### config.mk
export PLATFORM = sky130hd
export DESIGN_NAME = ir_field_split
export DESIGN_NICKNAME = d
export VERILOG_FILES = /design/src/rtl/ir_pkg.sv /design/src/rtl/ir_skid_buf.sv /design/src/rtl/ir_field_split.sv
export SDC_FILE = /design/constraint.sdc
export NUM_CORES = 1
export LEC_CHECK = 0
export BUFFER_PORTS_ARGS = -buffer_cell sky130_fd_sc_hd__buf_2
export CORE_AREA = 2 2 99 101
export DETAILED_ROUTE_END_ITERATION = 10
export DIE_AREA = 0 0 101 103
export GPL_TIMING_DRIVEN = 1
export HOLD_SLACK_MARGIN = 0.12
export PLACE_DENSITY = 0.71
export SLEW_MARGIN = 0
export SYNTH_ARGS = -nofsm -noshare
export SYNTH_HDL_FRONTEND = slang
export SYNTH_HIERARCHICAL = 1
export SYNTH_SLANG_ARGS = --single-unit
### constraint.sdc
create_clock -name clk -period 3.71 [get_ports clk]
set_input_delay 0.742 -clock clk [delete_from_list [all_inputs] [get_ports clk]]
set_output_delay 0.742 -clock clk [all_outputs]
set_load 0.02 [all_outputs]
### src/rtl/ir_pkg.sv
// ir_pkg: MIPS field positions, opcode constants and instruction-class encoding
package ir_pkg;
    localparam int OPC_MSB   = 31;
    localparam int OPC_LSB   = 26;
    localparam int RS_MSB    = 25;
    localparam int RS_LSB    = 21;
    localparam int RT_MSB    = 20;
    localparam int RT_LSB    = 16;
    localparam int RD_MSB    = 15;
    localparam int RD_LSB    = 11;
    localparam int SHAMT_MSB = 10;
    localparam int SHAMT_LSB = 6;
    localparam int FUNCT_MSB = 5;
    localparam int FUNCT_LSB = 0;
    localparam int IMM_MSB   = 15;
    localparam int IMM_LSB   = 0;
    localparam int JIDX_MSB  = 25;
    localparam int JIDX_LSB  = 0;

    localparam logic [5:0] OP_RTYPE = 6'h00;
    localparam logic [5:0] OP_J     = 6'h02;
    localparam logic [5:0] OP_JAL   = 6'h03;

    typedef enum logic [1:0] {
        ITYPE_R = 2'b00,
        ITYPE_I = 2'b01,
        ITYPE_J = 2'b10
    } itype_t;

    function automatic itype_t classify(input logic [5:0] op);
        return op == OP_RTYPE ? ITYPE_R : (op == OP_J || op == OP_JAL) ? ITYPE_J : ITYPE_I;
    endfunction
endpackage

### src/rtl/ir_skid_buf.sv
// ir_skid_buf: generic 2-entry valid/ready skid buffer with registered in_ready
module ir_skid_buf #(
    parameter int W = 32
) (
    input  logic         clk,
    input  logic         rst,
    input  logic         in_valid,
    input  logic [W-1:0] in_data,
    output logic         in_ready,
    output logic         out_valid,
    input  logic         out_ready,
    output logic [W-1:0] head
);
    logic [1:0]   cnt;
    logic [1:0]   cnt_nxt;
    logic [W-1:0] skid;
    logic         acc;
    logic         dlv;

    assign acc       = in_valid && in_ready;
    assign dlv       = out_valid && out_ready;
    assign out_valid = cnt != 2'd0;

    // occupancy after this cycle's accept/deliver
    always_comb begin
        cnt_nxt = cnt + {1'b0, acc} - {1'b0, dlv};
    end

    // head refills from skid when full, otherwise from the input; skid only fills when head stays
    always_ff @(posedge clk) begin
        if (rst) begin
            cnt      <= 2'd0;
            in_ready <= 1'b0;
            head     <= '0;
            skid     <= '0;
        end else begin
            cnt      <= cnt_nxt;
            in_ready <= cnt_nxt != 2'd2;
            if (dlv && cnt == 2'd2)
                head <= skid;
            else if (acc && (cnt == 2'd0 || dlv))
                head <= in_data;
            if (acc && cnt == 2'd1 && !dlv)
                skid <= in_data;
        end
    end
endmodule

### src/rtl/ir_field_split.sv
// ir_field_split: buffers instruction words and splits the head word into MIPS fields
// Optional SIGN_EXT_EN adds the sign-extended imm32 output.
module ir_field_split
    import ir_pkg::*;
#(
    parameter int CNT_W = 16
) (
    input  logic             clk,
    input  logic             rst,
    input  logic             in_valid,
    input  logic [31:0]      in_word,
    output logic             in_ready,
    output logic             out_valid,
    input  logic             out_ready,
    output logic [5:0]       opcode,
    output logic [4:0]       rs,
    output logic [4:0]       rt,
    output logic [4:0]       rd,
    output logic [4:0]       shamt,
    output logic [5:0]       funct,
    output logic [15:0]      imm16,
    output logic [27:0]      jaddr28,
    output logic [1:0]       itype,
    output logic [CNT_W-1:0] jcount
`ifdef SIGN_EXT_EN
    ,
    output logic [31:0]      imm32
`endif
);
    logic [31:0] word;

    ir_skid_buf #(.W(32)) u_buf (
        .clk       (clk),
        .rst       (rst),
        .in_valid  (in_valid),
        .in_data   (in_word),
        .in_ready  (in_ready),
        .out_valid (out_valid),
        .out_ready (out_ready),
        .head      (word)
    );

    assign opcode  = word[OPC_MSB:OPC_LSB];
    assign rs      = word[RS_MSB:RS_LSB];
    assign rt      = word[RT_MSB:RT_LSB];
    assign rd      = word[RD_MSB:RD_LSB];
    assign shamt   = word[SHAMT_MSB:SHAMT_LSB];
    assign funct   = word[FUNCT_MSB:FUNCT_LSB];
    assign imm16   = word[IMM_MSB:IMM_LSB];
    assign jaddr28 = {word[JIDX_MSB:JIDX_LSB], 2'b00};
    assign itype   = classify(opcode);

`ifdef SIGN_EXT_EN
    assign imm32 = {{16{imm16[15]}}, imm16};
`endif

    // count J-type words as they are handed downstream, wrapping silently
    always_ff @(posedge clk) begin
        if (rst)
            jcount <= '0;
        else if (out_valid && out_ready && itype == ITYPE_J)
            jcount <= jcount + 1'b1;
    end
endmodule
==> impl_metrics.csv, run 1 <==
group,metric,value,unit
routing,first_pass_iters,4,
routing,wl_met2,4460,um
logic_synthesis,synth_cell_types,42,
logic_synthesis,synth_xor_area_share,1.91,%
floorplan,initial_core_util,43.5,%
routing,wl_per_cell,14.2,um
critical_path,crit_path_start,"u_buf/head[29]",
routing,top_layer_used,"met4",
critical_path,r2r_setup_slack,1.44,ns
floorplan,num_rows,36,
clock_tree,clk_latency,0.35,ns
routing,ant_nets,0,
logic_synthesis,synth_seq_cells,83,
clock_tree,htreeDepth,3,
finish,multi_input_area,1920,um2
clock_tree,cts_sinks,83,
floorplan,dieArea,10400,um2
critical_path,crit_required,2.97,ns
pwr,power_density,657,nW/um2
sta,rsz0062_at_grt,"false",
sta,max_freq,0.419,GHz
sta,hold_viol,0,
routing,wl_met1,3920,um
grt,grt_pass1_vias,3079,
run_status,status,"finished clean",
logic_synthesis,synth.largest_area_cell,"dfxtp_1",
sta,skew,0.00828,ns
sta,worst_pin_slew,1.01,ns
grt,overflow,0,
logic_synthesis,yosysSeqAreaShare,40.4,%
logic_synthesis,syn_area_per_cell,9.19,um2
finish,nets,556,
finish,drive_above_1_share,36.3,%
sta,maxSlewViolCount,0,
place,place_area,4420,um2
critical_path,cp.arrival,1.64,ns
clock_tree,cts_buffers,9,
critical_path,reg2regPathDepth,4,
hold_path,hp-class,"reg2reg",
hold_path,hold_end,"u_buf/skid[7]",
floorplan,dieWidth,101,um
finish,layout_common_cells,"128 x buf_2, 83 x dfxtp_1, 72 x nand2_1, 43 x nor2_1, 42 x a21oi_1",
finish,final-seq-area,1660,um2
routing,route.detailed.drc,0,
critical_path,cp_max_fo,11,
logic_synthesis,synth_top_family_by_area,"compound AO/OA/AOI/OAI gates",
routing,met3_length,524,um
critical_path,worstSetupPathType,"reg2out",
hold_path,hold_path.startpoint,"u_buf/skid[7]",
routing,drt_iter0_drc,56,
clock_tree,cts-root-buf,"clkbuf_8",
logic_synthesis,yosys-top-cells-area,"dfxtp_1 40%, a221oi_2 11%, buf_4 8.0%, mux2i_1 8.0%, nand2_1 6.6%",
logic_synthesis,async_flop_share,0,%
clock_tree,cts_hold_buf,0,
finish,nFillCells,938,
hold_path,hold_path_depth,2,
logic_synthesis,synth-main-ff-cell,"dfxtp_1",
critical_path,worst_r2r_startpoint,"u_buf/head[29]",
routing,num_vias,3346,
clock_tree,postCtsSetupBuffers,0,
logic_synthesis,netlist.area_leader.share,40.4,%
logic_synthesis,synth-adder-area-share,0.608,%
routing,drt-total-wl,9050,um
logic_synthesis,yosys.area_share.simple,16.9,%
critical_path,endpoint_kind,"output pin",
sta,fin_tns_setup,0,ns
logic_synthesis,synth_compound_area_share,18.6,%
critical_path,startpoint_type,"flop",
finish,final_common_cell,"buf_2",
routing,vias_per_cell,5.25,
sta,fin_crit_sh,64.3,%
run,maxCapViolations,0,
place,dp_hpwl,5970,um
finish,num_antenna_cells,0,
logic_synthesis,yosysWarnings,6,
floorplan,die_h,103,um
clock_tree,clk_transition_reported_paths,0.09,ns
floorplan,core,9460,um2
clock_tree,ctsResizeCount,0,
sta,finalSetupViolCount,0,
place,portBuffers,129,
finish,syn2layout_area_growth,11.7,%
grt,track_usage,17.5,%
logic_synthesis,syn_area,4120,um2
clock_tree,max-clock-path-buffers,2,
logic_synthesis,synthCells,448,
pwr,ir_drop,0.281,mV
critical_path,worst_path_max_delay_cell,"or4_4",
logic_synthesis,synth-edff-count,0,
logic_synthesis,muxShareOfSynthArea,8.02,%
sta,relSlewSlack,32.5,%
critical_path,reg2reg_to,"jcount[14]",
place,gp_congestion,0.757,
pwr,power_leakage,2.10,nW
clock_tree,tritoncts,"done",
finish,design_area,4600,um2
grt,grt_pass1_wl,14500,um
sta,fin_crit,2.39,ns
grt,grt_max_degree,84,
floorplan,ios,132,
critical_path,slowest_delay,0.61,ns
critical_path,worstPathCellList,"or4_4 -> a21o_2 -> buf_2",
grt,antenna_found_initial,0,
==> critical path, delay by kind of cell (launching register included) <==
family / cells / cell delay, ns
buf+inv: 1 / 0.15
compound gates: 1 / 0.21
flops: 1 / 0.33
simple gates: 1 / 0.61
==> flip-flops by register name, indices dropped and copies added (netlist names) <==
signal / count
jcount: 16
u_buf/cnt: 2
u_buf/head: 32
u_buf/in_ready: 1
u_buf/skid: 32
==> final cells by class <==
cell class,instances,area share [%]
Timing Repair Buffer,133,14.7
Inverter,5,0.408
Multi-Input combinational cell,286,41.7
Tap cell,114,3.10
Sequential cell,83,36.1
Clock inverter,6,0.898
Clock buffer,10,2.99
==> metrics by stage <==
stage / utilization (%) / hold slack [ns] / power (mW) / std cells / worst slack, ns
finish: 48.6 / 0.457 / 3.02 / 637 / 1.32
CTS: 48.6 / 0.457 / 3.06 / 637 / 1.30
floorplan: - / 0.436 / 2.29 / 449 / 1.47
global route: 48.6 / 0.472 / 3.22 / 637 / 1.26
global placement: 46.7 / 0.441 / 2.43 / 621 / 1.33
detailed placement: 46.7 / 0.446 / 2.46 / 621 / 1.27
==> per-layer routing <==
layer | track usage [%] | up-vias
li1 | - | 1658
met3 | 4.88 | 11
met5 | 0 | -
met2 | 30.5 | 91
met1 | 20.8 | 1586
met4 | 6.24 | 0
==> kinds of logic after synthesis <==
logic type,after synthesis
AND/OR/NAND/NOR,153
AO/OA/AOI/OAI,87
flip-flops,83
buffers and inverters,80
multiplexers,33
XOR/XNOR,9
adder cells (fa/ha/maj),2
other,1
==> how the worst max path moves through the flow <==
stage / end / slack (ns) / cells past startpoint
2_1_floorplan: jcount[11] / 1.47 / 6
3_3_place_gp: jcount[15] / 1.33 / 5
3_5_place_dp: jcount[9] / 1.27 / 5
4_1_cts: itype[0] / 1.30 / 3
5_1_grt: itype[0] / 1.26 / 3
6_report: itype[0] / 1.32 / 3
==> cells in the mapped netlist, types with 7 or more instances <==
cell,n
clkbuf_1,9
a221oi_2,30
xnor2_1,8
nand2_1,72
a21oi_1,42
or3_1,7
mux2i_1,33
buf_6,10
buf_4,44
buf_2,11
dfxtp_1,83
nor2_1,43
==> where the power goes <==
part           leakage (nW)  total (mW)  switching (mW)  internal (mW)
Combinational          1.33        1.30           0.856          0.442
Clock                0.0960       0.594           0.332          0.261
Sequential            0.676        1.13           0.104           1.03
(Power assumes the default switching activity.)
==> run 2: changes to the inputs <==
--- a/config.mk
+++ b/config.mk
@@ -5,13 +5,14 @@
 export SDC_FILE = /design/constraint.sdc
 export NUM_CORES = 1
 export LEC_CHECK = 0
+export ABC_AREA = 1
 export BUFFER_PORTS_ARGS = -buffer_cell sky130_fd_sc_hd__buf_2
-export CORE_AREA = 2 2 99 101
+export CORE_AREA = 2 2 106 108
 export DETAILED_ROUTE_END_ITERATION = 10
-export DIE_AREA = 0 0 101 103
+export DIE_AREA = 0 0 108 110
 export GPL_TIMING_DRIVEN = 1
 export HOLD_SLACK_MARGIN = 0.12
-export PLACE_DENSITY = 0.71
+export PLACE_DENSITY = 0.72
 export SLEW_MARGIN = 0
 export SYNTH_ARGS = -nofsm -noshare
 export SYNTH_HDL_FRONTEND = slang
==> constraint.sdc (replaced) <==
create_clock -name clk -period 2.1 [get_ports clk]
set_input_delay 0.42 -clock clk [delete_from_list [all_inputs] [get_ports clk]]
set_output_delay 0.42 -clock clk [all_outputs]
set_load 0.02 [all_outputs]
==> impl_metrics.csv, run 2 <==
group,metric,value,unit
run_status,status,"finished clean",
sta,setup_ws,0.240,ns
clock_tree,cts_buffers,9,
routing,drt_iter0_drc,172,
run,maxCapViolations,0,
logic_synthesis,netlist.area_leader.share,35.1,%
grt,grt_pass1_wl,18500,um
finish,nets,820,
routing,route.detailed.drc,0,
logic_synthesis,async_flop_share,0,%
logic_synthesis,yosysWarnings,6,
routing,ant_nets,0,
place,dp_hpwl,7450,um
finish,drive_above_1_share,22.5,%
clock_tree,max-clock-path-buffers,2,
logic_synthesis,synth_most_common_cell,"nand2_1",
hold_path,hp-class,"in2reg",
grt,track_usage,19.4,%
logic_synthesis,yosys-top-cells-area,"dfxtp_1 35%, nand2_1 14%, a21oi_1 7.4%, buf_4 7.1%, nor2_1 7.1%",
grt,grt_max_degree,55,
routing,vias_per_cell,4.86,
routing,num_vias,4506,
sta,fin_crit,1.86,ns
grt,overflow,0,
routing,drt-total-wl,10900,um
finish,syn2layout_area_growth,14.8,%
finish,post-route-util,50.8,%
place,portBuffers,129,
pwr,ir_drop,0.692,mV
sta,max_freq,0.538,GHz
critical_path,cp_max_fo,3,
routing,wl_per_cell,11.8,um
floorplan,dieArea,11900,um2
finish,top_regs,"u_buf/head (32), u_buf/skid (32), jcount (16)",
clock_tree,clk_transition_reported_paths,0.08,ns
sta,hold_viol,0,
clock_tree,cts-root-buf,"clkbuf_8",
logic_synthesis,synthCells,717,
place,gp_congestion,0.797,
finish,num_antenna_cells,0,
critical_path,crit_required,1.68,ns
critical_path,worstSetupPathType,"reg2out",
floorplan,num_rows,38,
critical_path,reg2regPathDepth,8,
critical_path,startpoint_type,"flop",
clock_tree,postCtsSetupBuffers,0,
logic_synthesis,synth_seq_cells,83,
finish,nFillCells,1127,
floorplan,dieWidth,108,um
floorplan,ios,132,
pwr,p_total,6.78,mW
pwr,power_leakage,2.71,nW
finish,layout_common_cells,"180 x nand2_1, 129 x buf_2, 89 x nor2_1, 82 x dfxtp_1, 70 x a21oi_1",
sta,maxSlewViolCount,0,
sta,finalSetupViolCount,0,
sta,skew,0.00571,ns
floorplan,die_h,110,um
routing,first_pass_iters,4,
clock_tree,cts_hold_buf,0,
logic_synthesis,synth-main-ff-cell,"dfxtp_1",
critical_path,cp.arrival,1.44,ns
sta,rsz0062_at_grt,"false",
critical_path,worst_r2r_startpoint,"u_buf/cnt[0]",
pwr,power_density,1250,nW/um2
grt,antenna_found_initial,0,
floorplan,initial_core_util,44.2,%
logic_synthesis,syn_area,4730,um2
floorplan,core,10700,um2
critical_path,r2r_setup_slack,0.47,ns
critical_path,reg2reg_to,"u_buf/head[5]",
logic_synthesis,synth_cell_types,28,
logic_synthesis,synth_common_cells,"181 x nand2_1, 89 x nor2_1, 83 x dfxtp_1, 70 x a21oi_1, 56 x inv_1",
clock_tree,ctsResizeCount,0,
logic_synthesis,syn_area_per_cell,6.60,um2
clock_tree,clk_latency,0.36,ns
grt,grt_pass1_vias,3949,
clock_tree,htreeDepth,3,
critical_path,crit_path_start,"u_buf/head[29]",
sta,fin_crit_sh,88.6,%
logic_synthesis,synth-edff-count,0,
logic_synthesis,synth.largest_area_cell,"dfxtp_1",
hold_path,hold_path_depth,4,
critical_path,endpoint_kind,"output pin",
clock_tree,cts_sinks,83,
hold_path,hold_path.startpoint,"in_word[20]",
finish,final_common_cell,"nand2_1",
logic_synthesis,yosysSeqAreaShare,35.1,%
hold_path,hold_end,"u_buf/skid[20]",
clock_tree,tritoncts,"done",
place,dpl_worst_slack,0.410,ns
sta,fin_tns_setup,0,ns
## run 2: layer usage
layer,up-vias,part of all wire (%),GRT usage (%)
li1,2391,-,-
met1,1983,48,25.5
met4,0,1.2,8.15
met2,124,44,31.5
met5,-,0,0
met3,8,6.8,3.35
## run 2: worst max path at each step
stage | to | slack [ns]
after floorplan | u_buf/in_ready | 0.25
after global placement | u_buf/head[11] | 0.45
after detailed placement | u_buf/head[11] | 0.41
after CTS | itype[0] | 0.22
after global routing | itype[0] | 0.17
final | itype[0] | 0.24
## run 2: layout make-up
cell class / count / area [um2] / share of cell area [%]
flip-flops and latches: 83 / 1660 / 30.6
clock inverters: 5 / 100 / 1.84
multi-input cells: 484 / 2300 / 42.4
repair buffers: 145 / 828 / 15.3
well taps: 140 / 175 / 3.23
clock buffers: 11 / 141 / 2.60
inverters: 59 / 221 / 4.08
## run 2: metrics by stage
step	hold WS, ns	area [um2]	cells
2_1_floorplan	0.452	4730	718
3_3_place_gp	0.458	5190	911
3_5_place_dp	0.470	5190	911
4_1_cts	0.356	5430	927
5_1_grt	0.386	5430	927
6_report	0.375	5430	927
## run 2: worst max-delay path: stages (launching register included)
cell	delay, ns
dfxtp_1	0.34
nor2_2	0.25
nand3_2	0.18
inv_1	0.10
a31oi_1	0.04
buf_2	0.17
## run 2: cell families after synthesis
logic type,synth area share (%)
DFF,35.1
AOI/OAI and AO/OA,8.52
and+or+nand+nor,39.0
xor gates and xnor gates,0.185
adders and majority gates,0.529
other,0.0793
buffers and inverters,16.5
## run 2: report_power, final
part	switching [mW]	internal, mW
Combinational	2.16	1.03
Clock	0.576	0.819
Sequential	0.254	1.94
==> run 3: changes to the inputs <==
--- a/config.mk
+++ b/config.mk
@@ -12,7 +12,7 @@
 export DIE_AREA = 0 0 108 110
 export GPL_TIMING_DRIVEN = 1
 export HOLD_SLACK_MARGIN = 0.12
-export PLACE_DENSITY = 0.72
+export PLACE_DENSITY_LB_ADDON = 0.3
 export SLEW_MARGIN = 0
 export SYNTH_ARGS = -nofsm -noshare
 export SYNTH_HDL_FRONTEND = slang
==> impl_metrics.csv, run 3 (synthesized netlist as in run 2, its figures left out) <==
group,metric,value,unit
critical_path,cp_max_fo,17,
routing,num_vias,4590,
finish,nets,819,
clock_tree,cts_buffers,9,
clock_tree,tritoncts,"done",
sta,hold_slack,0.362,ns
critical_path,worstSetupPathType,"reg2reg",
place,dp_hpwl,7720,um
routing,ant_nets,0,
sta,setup_ws,0.205,ns
finish,design_area,5350,um2
grt,grt_max_degree,67,
clock_tree,postCtsSetupBuffers,0,
routing,drt-total-wl,11100,um
finish,drive_above_1_share,22.2,%
clock_tree,clk_latency,0.36,ns
critical_path,crit_required,2.34,ns
place,dpl_worst_slack,0.216,ns
floorplan,dieArea,11900,um2
floorplan,die_h,110,um
sta,worst_pin_slew,0.640,ns
hold_path,hp-class,"in2reg",
clock_tree,cts_hold_buf,0,
sta,max_freq,0.528,GHz
floorplan,initial_core_util,44.2,%
sta,fin_crit_sh,90.2,%
finish,nFillCells,1081,
clock_tree,max-clock-path-buffers,2,
place,portBuffers,129,
grt,grt_pass1_wl,17800,um
sta,maxSlewViolCount,0,
sta,finalSetupViolCount,0,
finish,num_antenna_cells,0,
floorplan,core,10700,um2
pwr,power_leakage,2.67,nW
place,place_area,5170,um2
sta,rsz0062_at_grt,"false",
routing,wl_per_cell,12.0,um
routing,first_pass_iters,4,
run,maxCapViolations,0,
floorplan,num_rows,38,
clock_tree,cts_sinks,83,
clock_tree,clk_transition_reported_paths,0.08,ns
finish,layout_common_cells,"180 x nand2_1, 129 x buf_2, 89 x nor2_1, 82 x dfxtp_1, 70 x a21oi_1",
sta,fin_tns_setup,0,ns
sta,relSlewSlack,57.1,%
clock_tree,htreeDepth,3,
sta,hold_viol,0,
routing,route.detailed.drc,0,
critical_path,startpoint_type,"flop",
critical_path,endpoint_kind,"flop",
grt,track_usage,18.7,%
grt,overflow,0,
clock_tree,cts-root-buf,"clkbuf_8",
routing,vias_per_cell,4.97,
pwr,power_density,1220,nW/um2
pwr,p_total,6.52,mW
finish,top_regs,"u_buf/head (32), u_buf/skid (32), jcount (16)",
run_status,status,"finished clean",
floorplan,dieWidth,108,um
floorplan,ios,132,
clock_tree,ctsResizeCount,0,
critical_path,cp.arrival,2.14,ns
routing,drt_iter0_drc,222,
sta,skew,0.00991,ns
grt,grt_pass1_vias,3945,
place,gp_congestion,0.832,
sta,fin_crit,1.89,ns
finish,syn2layout_area_growth,13.1,%
finish,final_common_cell,"nand2_1",
grt,antenna_found_initial,0,
pwr,ir_drop,0.473,mV
run 3: changes by cell type in the layout (fill, tap and decap cells not counted), sizes merged:
cell	change
bufinv	-2
buf	-1
run 3: worst max-delay path: stages (launching register included):
cell and delay (ns):
dfxtp_1 0.38, inv_2 0.17, nand2_1 0.20, nand2_1 0.13
inv_1 0.09, nand4_2 0.32, nor2_4 0.27, nand3_1 0.10
nand2_1 0.07, nor2_1 0.04
run 3: layout make-up:
cell class,count,area (um2),share of cell area (%)
multi-input cells,484,2300,43.0
flip-flops and latches,83,1660,31.1
clock buffers,11,141,2.64
clock inverters,3,40.0,0.748
inverters,59,221,4.14
repair buffers,144,808,15.1
well taps,140,175,3.27
run 3: metrics by stage:
step	utilization, %	std cells
after floorplan	-	718
after global placement	48.3	910
after detailed placement	48.3	910
after CTS	50.0	924
after global routing	50.0	924
final	50.0	924
run 3: path summary, 6_finish.rpt:
check,endpoint,depth (start not counted),slack [ns],start
worst min-delay path,u_buf/cnt[1],2,0.36,rst
worst min register to register,u_buf/skid[27],2,0.48,u_buf/skid[27]
worst max-delay path,jcount[12],9,0.21,u_buf/cnt[0]
worst max register to register,jcount[12],9,0.21,u_buf/cnt[0]
run 3: report_power, final:
part | internal, mW | switching, mW | total (mW)
registers | 1.94 | 0.288 | 2.23
logic | 1.04 | 2.13 | 3.17
clock network | 0.566 | 0.558 | 1.12
run 3: layer usage:
layer	wire length (um)	part of all wire, %	vias up	global-route usage (%)
met3	588	5.3	18	3.82
met5	0	0	-	0
met4	235	2.1	0	8.42
met2	5240	47	128	31.7
met1	5030	45	2062	22.9
li1	-	-	2382	-
